`src/rtl/cpu_pkg.sv`:
```
// Shared CPU front-end definitions: data widths, PC step, fetch entry layout and a
// pointer-width helper.
package cpu_pkg;
   localparam int                 INSTR_W   = 32;
   localparam int                 ADDR_W    = 32;
   localparam int                 PC_STEP   = 4;
   localparam logic [INSTR_W-1:0] NOP_INSTR = 32'h0000_0000;

   typedef struct packed {
      logic [ADDR_W-1:0]  pc;
      logic [INSTR_W-1:0] instr;
   } fetch_entry_t;

   function automatic int clog2(input int value);
      int result;
      int v;
      result = 0;
      v      = value - 1;
      while (v > 0) begin
         result++;
         v = v >> 1;
      end
      return result;
   endfunction
endpackage

```
`src/rtl/fetch_queue.sv`:
```
// DEPTH-entry synchronous FIFO of {pc, instr} pairs; flush empties it in one cycle and
// the head output holds the last shown entry while the queue is empty.
module fetch_queue
   import cpu_pkg::*;
#(
   parameter int                DEPTH    = 4,
   parameter logic [ADDR_W-1:0] RESET_PC = 32'h0
) (
   input  logic                   clk_i,
   input  logic                   rst_i,
   input  logic                   push_i,
   input  fetch_entry_t           push_data_i,
   input  logic                   pop_i,
   input  logic                   flush_i,
   output logic [clog2(DEPTH):0]  count_o,
   output logic                   valid_o,
   output fetch_entry_t           head_o
);
   localparam int PTR_W = clog2(DEPTH);
   localparam int CNT_W = PTR_W + 1;

   fetch_entry_t     mem [DEPTH];
   fetch_entry_t     hold_reg;
   logic [PTR_W-1:0] wr_ptr_reg;
   logic [PTR_W-1:0] rd_ptr_reg;
   logic [CNT_W-1:0] count_reg;
   logic             do_push;
   logic             do_pop;

   assign do_pop  = pop_i && (count_reg != '0);
   assign do_push = push_i && (count_reg != CNT_W'(DEPTH));

   always_ff @(posedge clk_i) begin
      if (do_push && !flush_i) begin
         mem[wr_ptr_reg] <= push_data_i;
      end
   end

   always_ff @(posedge clk_i) begin
      if (rst_i) begin
         wr_ptr_reg <= '0;
         rd_ptr_reg <= '0;
         count_reg  <= '0;
         hold_reg   <= '{pc: RESET_PC, instr: NOP_INSTR};
      end else begin
         // Track the visible head so an empty queue keeps presenting it.
         if (count_reg != '0) begin
            hold_reg <= mem[rd_ptr_reg];
         end
         if (flush_i) begin
            wr_ptr_reg <= '0;
            rd_ptr_reg <= '0;
            count_reg  <= '0;
         end else begin
            if (do_push) wr_ptr_reg <= wr_ptr_reg + 1'b1;
            if (do_pop)  rd_ptr_reg <= rd_ptr_reg + 1'b1;
            count_reg <= count_reg + CNT_W'(do_push) - CNT_W'(do_pop);
         end
      end
   end

   assign count_o = count_reg;
   assign valid_o = (count_reg != '0);
   assign head_o  = valid_o ? mem[rd_ptr_reg] : hold_reg;
endmodule

```
`src/rtl/instr_fetch_unit.sv`:
```
// Instruction fetch front end: sequential PC generation, credit-limited in-order memory
// requests, redirect flush with stale-response discard. Optional counters: FETCH_PERF_EN.
module instr_fetch_unit
   import cpu_pkg::*;
#(
   parameter int                DEPTH    = 4,
   parameter logic [ADDR_W-1:0] RESET_PC = 32'h0
) (
   input  logic               clk_i,
   input  logic               rst_i,
   output logic               imem_req_o,
   output logic [ADDR_W-1:0]  imem_addr_o,
   input  logic               imem_ready_i,
   input  logic               imem_rvalid_i,
   input  logic [INSTR_W-1:0] imem_rdata_i,
   input  logic               redirect_i,
   input  logic [ADDR_W-1:0]  redirect_pc_i,
   output logic               instr_valid_o,
   output logic [INSTR_W-1:0] instr_o,
   output logic [ADDR_W-1:0]  pc_o,
   output logic [ADDR_W-1:0]  pc_add4_o,
   input  logic               instr_ready_i
`ifdef FETCH_PERF_EN
   ,
   output logic [31:0]        fetch_cnt_o,
   output logic [31:0]        flush_cnt_o,
   output logic [31:0]        stall_cnt_o
`endif
);
   localparam int                CNT_W    = clog2(DEPTH) + 1;
   localparam int                SUM_W    = CNT_W + 1;
   localparam logic [ADDR_W-1:0] ALIGN_M  = ~ADDR_W'(3);
   localparam logic [ADDR_W-1:0] START_PC = RESET_PC & ALIGN_M;

   logic [ADDR_W-1:0] fetch_pc_reg;
   logic [ADDR_W-1:0] rsp_pc_reg;
   logic [CNT_W-1:0]  outstanding_reg;
   logic [CNT_W-1:0]  discard_reg;
   logic [CNT_W-1:0]  outstanding_next;
   logic [CNT_W-1:0]  q_count;
   logic [SUM_W-1:0]  in_use;
   logic              q_valid;
   logic              req_fire;
   logic              rsp_fire;
   logic              rsp_keep;
   logic              pop;
   fetch_entry_t      q_head;

   // Every queue slot is pre-reserved by an outstanding request, so a push never overflows.
   assign in_use     = SUM_W'(q_count) + SUM_W'(outstanding_reg);
   assign imem_req_o = !rst_i && !redirect_i && (in_use < SUM_W'(DEPTH));
   assign imem_addr_o = fetch_pc_reg;

   assign req_fire = imem_req_o && imem_ready_i;
   assign rsp_fire = imem_rvalid_i && (outstanding_reg != '0);
   assign rsp_keep = rsp_fire && (discard_reg == '0) && !redirect_i;
   assign pop      = q_valid && instr_ready_i && !redirect_i;
   assign outstanding_next = outstanding_reg + CNT_W'(req_fire) - CNT_W'(rsp_fire);

   always_ff @(posedge clk_i) begin
      if (rst_i) begin
         fetch_pc_reg    <= START_PC;
         rsp_pc_reg      <= START_PC;
         outstanding_reg <= '0;
         discard_reg     <= '0;
      end else if (redirect_i) begin
         // Everything still in flight after this cycle belongs to the old path.
         fetch_pc_reg    <= redirect_pc_i & ALIGN_M;
         rsp_pc_reg      <= redirect_pc_i & ALIGN_M;
         outstanding_reg <= outstanding_next;
         discard_reg     <= outstanding_next;
      end else begin
         if (req_fire) fetch_pc_reg <= fetch_pc_reg + ADDR_W'(PC_STEP);
         if (rsp_keep) rsp_pc_reg   <= rsp_pc_reg + ADDR_W'(PC_STEP);
         if (rsp_fire && (discard_reg != '0)) discard_reg <= discard_reg - 1'b1;
         outstanding_reg <= outstanding_next;
      end
   end

   fetch_queue #(
      .DEPTH    (DEPTH),
      .RESET_PC (START_PC)
   ) u_queue (
      .clk_i       (clk_i),
      .rst_i       (rst_i),
      .push_i      (rsp_keep),
      .push_data_i ('{pc: rsp_pc_reg, instr: imem_rdata_i}),
      .pop_i       (pop),
      .flush_i     (redirect_i),
      .count_o     (q_count),
      .valid_o     (q_valid),
      .head_o      (q_head)
   );

   assign instr_valid_o = q_valid;
   assign instr_o       = q_head.instr;
   assign pc_o          = q_head.pc;
   assign pc_add4_o     = q_head.pc + ADDR_W'(PC_STEP);

`ifdef FETCH_PERF_EN
   logic [31:0] fetch_cnt_reg;
   logic [31:0] flush_cnt_reg;
   logic [31:0] stall_cnt_reg;

   always_ff @(posedge clk_i) begin
      if (rst_i) begin
         fetch_cnt_reg <= '0;
         flush_cnt_reg <= '0;
         stall_cnt_reg <= '0;
      end else begin
         if (pop)            fetch_cnt_reg <= fetch_cnt_reg + 32'd1;
         if (redirect_i)     flush_cnt_reg <= flush_cnt_reg + 32'd1;
         if (!instr_valid_o) stall_cnt_reg <= stall_cnt_reg + 32'd1;
      end
   end

   assign fetch_cnt_o = fetch_cnt_reg;
   assign flush_cnt_o = flush_cnt_reg;
   assign stall_cnt_o = stall_cnt_reg;
`endif

   a_rsp_needs_request: assert property (@(posedge clk_i) disable iff (rst_i)
      imem_rvalid_i |-> (outstanding_reg != '0));
endmodule

```
`config.mk`:
```
export PLATFORM = sky130hd
export DESIGN_NAME = instr_fetch_unit
export DESIGN_NICKNAME = d
export VERILOG_FILES = /design/src/rtl/cpu_pkg.sv /design/src/rtl/fetch_queue.sv /design/src/rtl/instr_fetch_unit.sv
export SDC_FILE = /design/constraint.sdc
export NUM_CORES = 1
export LEC_CHECK = 0
export ABC_AREA = 1
export BUFFER_PORTS_ARGS = -buffer_cell sky130_fd_sc_hd__buf_4
export CAP_MARGIN = 20
export CORE_ASPECT_RATIO = 0.8
export CORE_MARGIN = 2
export CORE_UTILIZATION = 50
export CTS_CLUSTER_SIZE = 12
export DETAILED_ROUTE_END_ITERATION = 6
export PLACE_DENSITY = 0.73
export SLEW_MARGIN = 20
export SYNTH_ARGS = -nofsm -noshare
export SYNTH_HDL_FRONTEND = slang
export SYNTH_HIERARCHICAL = 1
export SYNTH_SLANG_ARGS = --single-unit
```
`constraint.sdc`:
```
create_clock -name clk_i -period 12.94 [get_ports clk_i]
set_clock_uncertainty 0.1 [all_clocks]
set_input_delay 1.294 -clock clk_i [delete_from_list [all_inputs] [get_ports clk_i]]
set_output_delay 1.294 -clock clk_i [all_outputs]
set_load 0.02 [all_outputs]
```
==> impl_results.md, run 1 <==
- Status: finished, final reports clean
- Worst ir drop on vdd: 71.7 µV
- Max-slew headroom: 27.7%
- Slew Viols, Final: 0
- Nature of the critical path startpoint: flop
- Total power: 2.94 mW
- Crit path setup slack, layout: 6290 ps
- Final Cycle Share: 51.4%
- Mapped Cells: 2344
- Setup bufs post-CTS: 0
- Die width: 223 µm
- Final instance area: 22100 µm²
- Die height: 179 µm
- Register area share after synthesis: 54.8%
- Post-CTS sizing: 0
- # port buffers: 195
- Critical path type: flop to primary output
- Mean post-synth cell area: 8.16 µm²
- DRT antenna net count: 0
- Final Util: 58.3%
- CTS sink count: 395
- Std cell rows: 64
- Initial core utilization: 50.4%
- Nets: 2600
- Leading area contributor after synthesis: edfxtp_1
- CP Data Arrival Time: 5260 ps
- Post-synth EDFFs: 256
- CTS Buf Count: 40
- Synth Area in Adders: 1.19%
- 1st-pass router iterations: 6
- Max reg flops: 256
- Post-synthesis compound-gate area fraction: 2.98%
- Post-synth top cells: nand2_1 (654), inv_1 (454), nand3_1 (274)
- Io pins: 200
- Top cell type's share of synthesized area: 40.2%
- DR vias: 15471
- First-pass GRT wire length: 76300 µm
- Seq cells post-synth: 395
- # DRC: 0
- DR WL/cell: 15.8 µm
- Setup tns final: 0 ps
- Initial antenna violation count: 1
- Synth warn: 6
- Reg clk slew, reported paths: 60 ps
- Mux share of post-synthesis cell area: 0%
- Clock latency on the worst-skew pair: 550 ps
- CTS tree: yes
- Critical R2R Launch: discard_reg[0]$_SDFFE_PP0P_
- Worst setup EP type: primary output
- DPL Wire Length: 30600 µm
- Clk root buf: clkbuf_16
- Req. time, crit path: 11550 ps
- Vias in the first global route: 14849
- GRT Overall Usage: 24.1%
- Area post-placement: 20900 µm²
- Synth cell types: 38
- GRT overflow: 0
- Total wire length: 48000 µm
- Top-count cell post-synth: nand2_1
- Slew @ Worst Pin: 1080 ps
- Largest family of logic cells by synthesized area: simple AND/OR/NAND/NOR gates
- Clock Path Buffers: 3
- Min cycle time layout: 6650 ps
- Hold Path Class: flop to flop
- Post-synth ARST share: 0%
- Leak: 10.3 nW
- Via density: 5.09
- Synth Area in XOR/XNOR: 1.83%
- Post-Synth Simple-Gate Area: 27.8%
- Core box area: 38000 µm²
- RD Place Congestion: 0.875
- Worst hold start: u_queue/rd_ptr_reg[1]$_SDFFE_PP0P_
- Power density over cell area: 133 nW/µm²
- Post-Syn Area: 19100 µm²
- Largest fanout on the critical path: 68
- Hold Vio Cnt, Final: 0
- Post-synth top flop: edfxtp_1
- Worst hold margin: 403 ps
- Layout cell share with drive strength beyond 1: 12.9%
- Pin count of the biggest net entering global routing: 77
- # hold bufs at CTS: 0
- Area contributors post-synth: edfxtp_1 (40%), dfxtp_1 (15%), nand2_1 (13%), inv_1 (8.9%), nand3_1 (7.2%)
- Max-Cap Viols: 0
- Dpl ws: 6810 ps
- CTS H-tree depth: 2
- Setup-failing EPs final: 0
- Area Overhead vs Synth: 15.8%
- Post-Place Cells: 2966
- Die area: 39800 µm²
- FMAX: 150 MHz
- Fin cells: 3041
- RSZ-0062 raised after global routing: no
- Drt first-iter violations: 1411
==> metal layers <==
metal / track usage [%] / up-vias / wire, µm
met3: 3.82 / 59 / 3370
met1: 33.4 / 7242 / 21800
met5: 0 / - / 0
li1: - / 7617 / -
met4: 5.93 / 0 / 745
met2: 40.1 / 553 / 22100
==> placed cells by master (no fill, tap or decap), drive strengths merged, types with 17 or more instances in the layout <==
| cell | n |
|---|---|
| a21oi | 52 |
| buf | 206 |
| clkbuf | 69 |
| dfxtp | 139 |
| edfxtp | 256 |
| inv | 457 |
| nand2 | 660 |
| nand3 | 275 |
| nor2 | 198 |
| o21ai | 40 |
| or2 | 66 |
| xnor2 | 17 |
| xor2 | 23 |
==> layout make-up <==
class,count,area [µm²]
fillers,3366,15800
flip-flops and latches,395,10500
multi-input cells,1411,6540
inverters,459,1720
repair buffers,206,1550
clock buffers,69,1170
well taps,495,619
clock inverters,5,58.8
diodes,1,2.50
==> power breakdown <==
group	internal [mW]	switching [mW]
clock	0.618	0.471
combinational	0.153	0.264
sequential	1.39	0.0426
==> worst max-delay path, stage by stage (launching register included) <==
cell and delay, ps:
dfxtp_4 860, clkinv_2 980, buf_4 670, nand2_1 130, nand3_1 70, nand3_1 120, nand2_1 80, inv_1 200
ha_1 260, nand3_2 150, nor2_1 190, nand2_1 140, nor3_2 260, nand2_1 160, o21ai_0 180, nand2_1 70
buf_4 160
==> cell families after synthesis <==
kind of cell	count (synthesis)
simple gates	1236
compound gates	108
flops	395
fa+ha+maj	17
xor+xnor	40
buf+inv	547
other cells	1
==> worst paths after layout <==
kind / end / slack (ps) / cells after the start
hold / removal: flop / 400 / 2
setup reg to reg: u_queue/mem[3][61]$_DFFE_PP_ / 9600 / 11
hold reg to reg: flop / 400 / 2
setup / recovery: pc_add4_o[24] / 6290 / 16
Power figures use the tool's default switching activity.
==> run 2, diff against run 1 <==
- clock period: 12.94 -> 6.6 ns (I/O delays scaled with it)
==> impl_results.md, run 2 (same netlist as run 1, synthesis figures left out) <==
- Drt first-iter violations: 1260
- First-pass GRT wire length: 75800 µm
- Worst ir drop on vdd: 159 µV
- Max-slew headroom: 26.2%
- DR vias: 15503
- Nature of the critical path startpoint: flop
- Setup bufs post-CTS: 0
- Commonest non-fill, non-tap cell in the layout: nand2_1
- Status: finished, final reports clean
- Leak: 10.3 nW
- Dpl ws: 1950 ps
- # DRC: 0
- GRT overflow: 0
- Max reg flops: 256
- Setup-failing EPs final: 0
- CP max stage cell: clkinv_2
- Internal Power: 4.22 mW
- CTS H-tree depth: 2
- Total wire length: 47500 µm
- CP Data Arrival Time: 4470 ps
- DR WL/cell: 15.6 µm
- DPL Wire Length: 31200 µm
- GRT Overall Usage: 24.0%
- # port buffers: 195
- Via density: 5.09
- CP dominant cell by count: nand2_1
- Initial antenna violation count: 2
- Logic pwr share: 14.2%
- Worst hold margin: 224 ps
- Power density over cell area: 259 nW/µm²
- CTS tree: yes
- Post-CTS sizing: 0
- Req. time, crit path: 5840 ps
- # hold bufs at CTS: 0
- Layout cell share with drive strength beyond 1: 13.0%
- Final Cycle Share: 79.2%
- Clk root buf: clkbuf_16
- Worst setup EP type: primary output
- Leading cell types in the layout, fill and taps excluded: nand2_1 (654), inv_1 (453), nand3_1 (274)
- Max-Cap Viols: 0
- Clock Path Buffers: 3
- Die area: 39800 µm²
- Crit path setup slack, layout: 1370 ps
- 1st-pass router iterations: 5
- Die height: 179 µm
- Crit-path max cell delay: 800 ps
- Critical path type: flop to primary output
- Clock latency on the worst-skew pair: 540 ps
- Nets: 2605
- Total power: 5.73 mW
- CTS Buf Count: 41
- Slew Viols, Final: 0
- Hold Vio Cnt, Final: 0
- Std cell rows: 64
- Pin count of the biggest net entering global routing: 89
- Delay-heaviest family, CP: buffers and inverters
- Reg clk slew, reported paths: 60 ps
- Setup tns final: 0 ps
- RD Place Congestion: 0.890
- Slew @ Worst Pin: 1110 ps
- CTS sink count: 395
- Worst Path Buf+Inv: 4
- Hold Path Class: primary input to flop
- Worst path cell trace: clkinv_2, buf_4, nand2_1, nand3_1, nand3_1, nand2_1, inv_1, nand2_1, nor2_1, nand2_1, nor3_2, nand2_1, o21ai_0, nand2_1, buf_4
- Sw Ratio: 26.3%
- Area Overhead vs Synth: 15.7%
- Initial core utilization: 50.4%
- Vias in the first global route: 14647
- Clock power frac: 36.6%
- Largest fanout on the critical path: 58
- RSZ-0062 raised after global routing: no
- DRT antenna net count: 0
- Io pins: 200
- Min cycle time layout: 5230 ps
- Number of fillers in the final layout: 3275
- Die width: 223 µm
- NetSw: 1.51 mW
- FMAX: 191 MHz
- Sequential share of power: 49.2%
- Core box area: 38000 µm²
==> run 2: power by group through the flow <==
stage / clock network (mW) / registers (mW) / logic, mW
floorplan: 0 / 2.85 / 0.503
global placement: 0 / 2.86 / 0.797
detailed placement: 0 / 2.87 / 0.813
CTS: 2.14 / 2.81 / 0.816
global route: 2.23 / 2.83 / 0.898
finish: 2.10 / 2.82 / 0.814
==> run 2: stage by stage <==
stage | std cells | utilization [%] | cell area, µm²
6_report | 3045 | 58.3 | 22100
5_1_grt | 3044 | 58.3 | 22100
4_1_cts | 3044 | 58.3 | 22100
3_5_place_dp | 2970 | 55.1 | 20900
3_3_place_gp | 2970 | 55.1 | 20900
2_1_floorplan | 2353 | - | 19200
==> run 2: layout make-up <==
type	instances	area, µm²	share of cell area, %
Timing Repair Buffer	210	1580	7.13
Inverter	459	1720	7.79
Tap cell	495	619	2.80
Antenna cell	1	2.50	0.0113
Clock buffer	68	1150	5.19
Multi-Input combinational cell	1411	6540	29.6
Sequential cell	395	10500	47.3
Clock inverter	6	40.0	0.181
==> run 2: final timing paths <==
check	from	end	slack [ps]	depth (start not counted)
worst max register to register	discard_reg[0]$_SDFFE_PP0P_	u_queue/mem[0][61]$_DFFE_PP_	2860	11
worst min-delay path	imem_rdata_i[16]	u_queue/mem[0][16]$_DFFE_PP_	220	1
worst min register to register	discard_reg[1]$_SDFFE_PP0P_	discard_reg[1]$_SDFFE_PP0P_	390	2
worst max-delay path	flop	pc_add4_o[24]	1370	15
==> run 2: routing by layer <==
metal | vias up | global-route usage (%) | wire length (µm) | part of all wire (%)
li1 | 7616 | - | - | -
met1 | 7254 | 33.5 | 21400 | 45
met2 | 546 | 39.2 | 21500 | 45
met3 | 85 | 3.74 | 3590 | 7.6
met4 | 2 | 6.46 | 962 | 2.0
met5 | - | 0 | 13 | 0.027
==> run 2: worst register-to-register path, stage by stage, from the launching register on <==
cell     delay [ps]
dfxtp_1         320
inv_1            80
ha_1            150
inv_1            40
nor2_1          120
nand3_1         150
nor2_1          120
buf_4           310
nand2_1         180
or2_2           410
nor2_4          670
buf_4           700
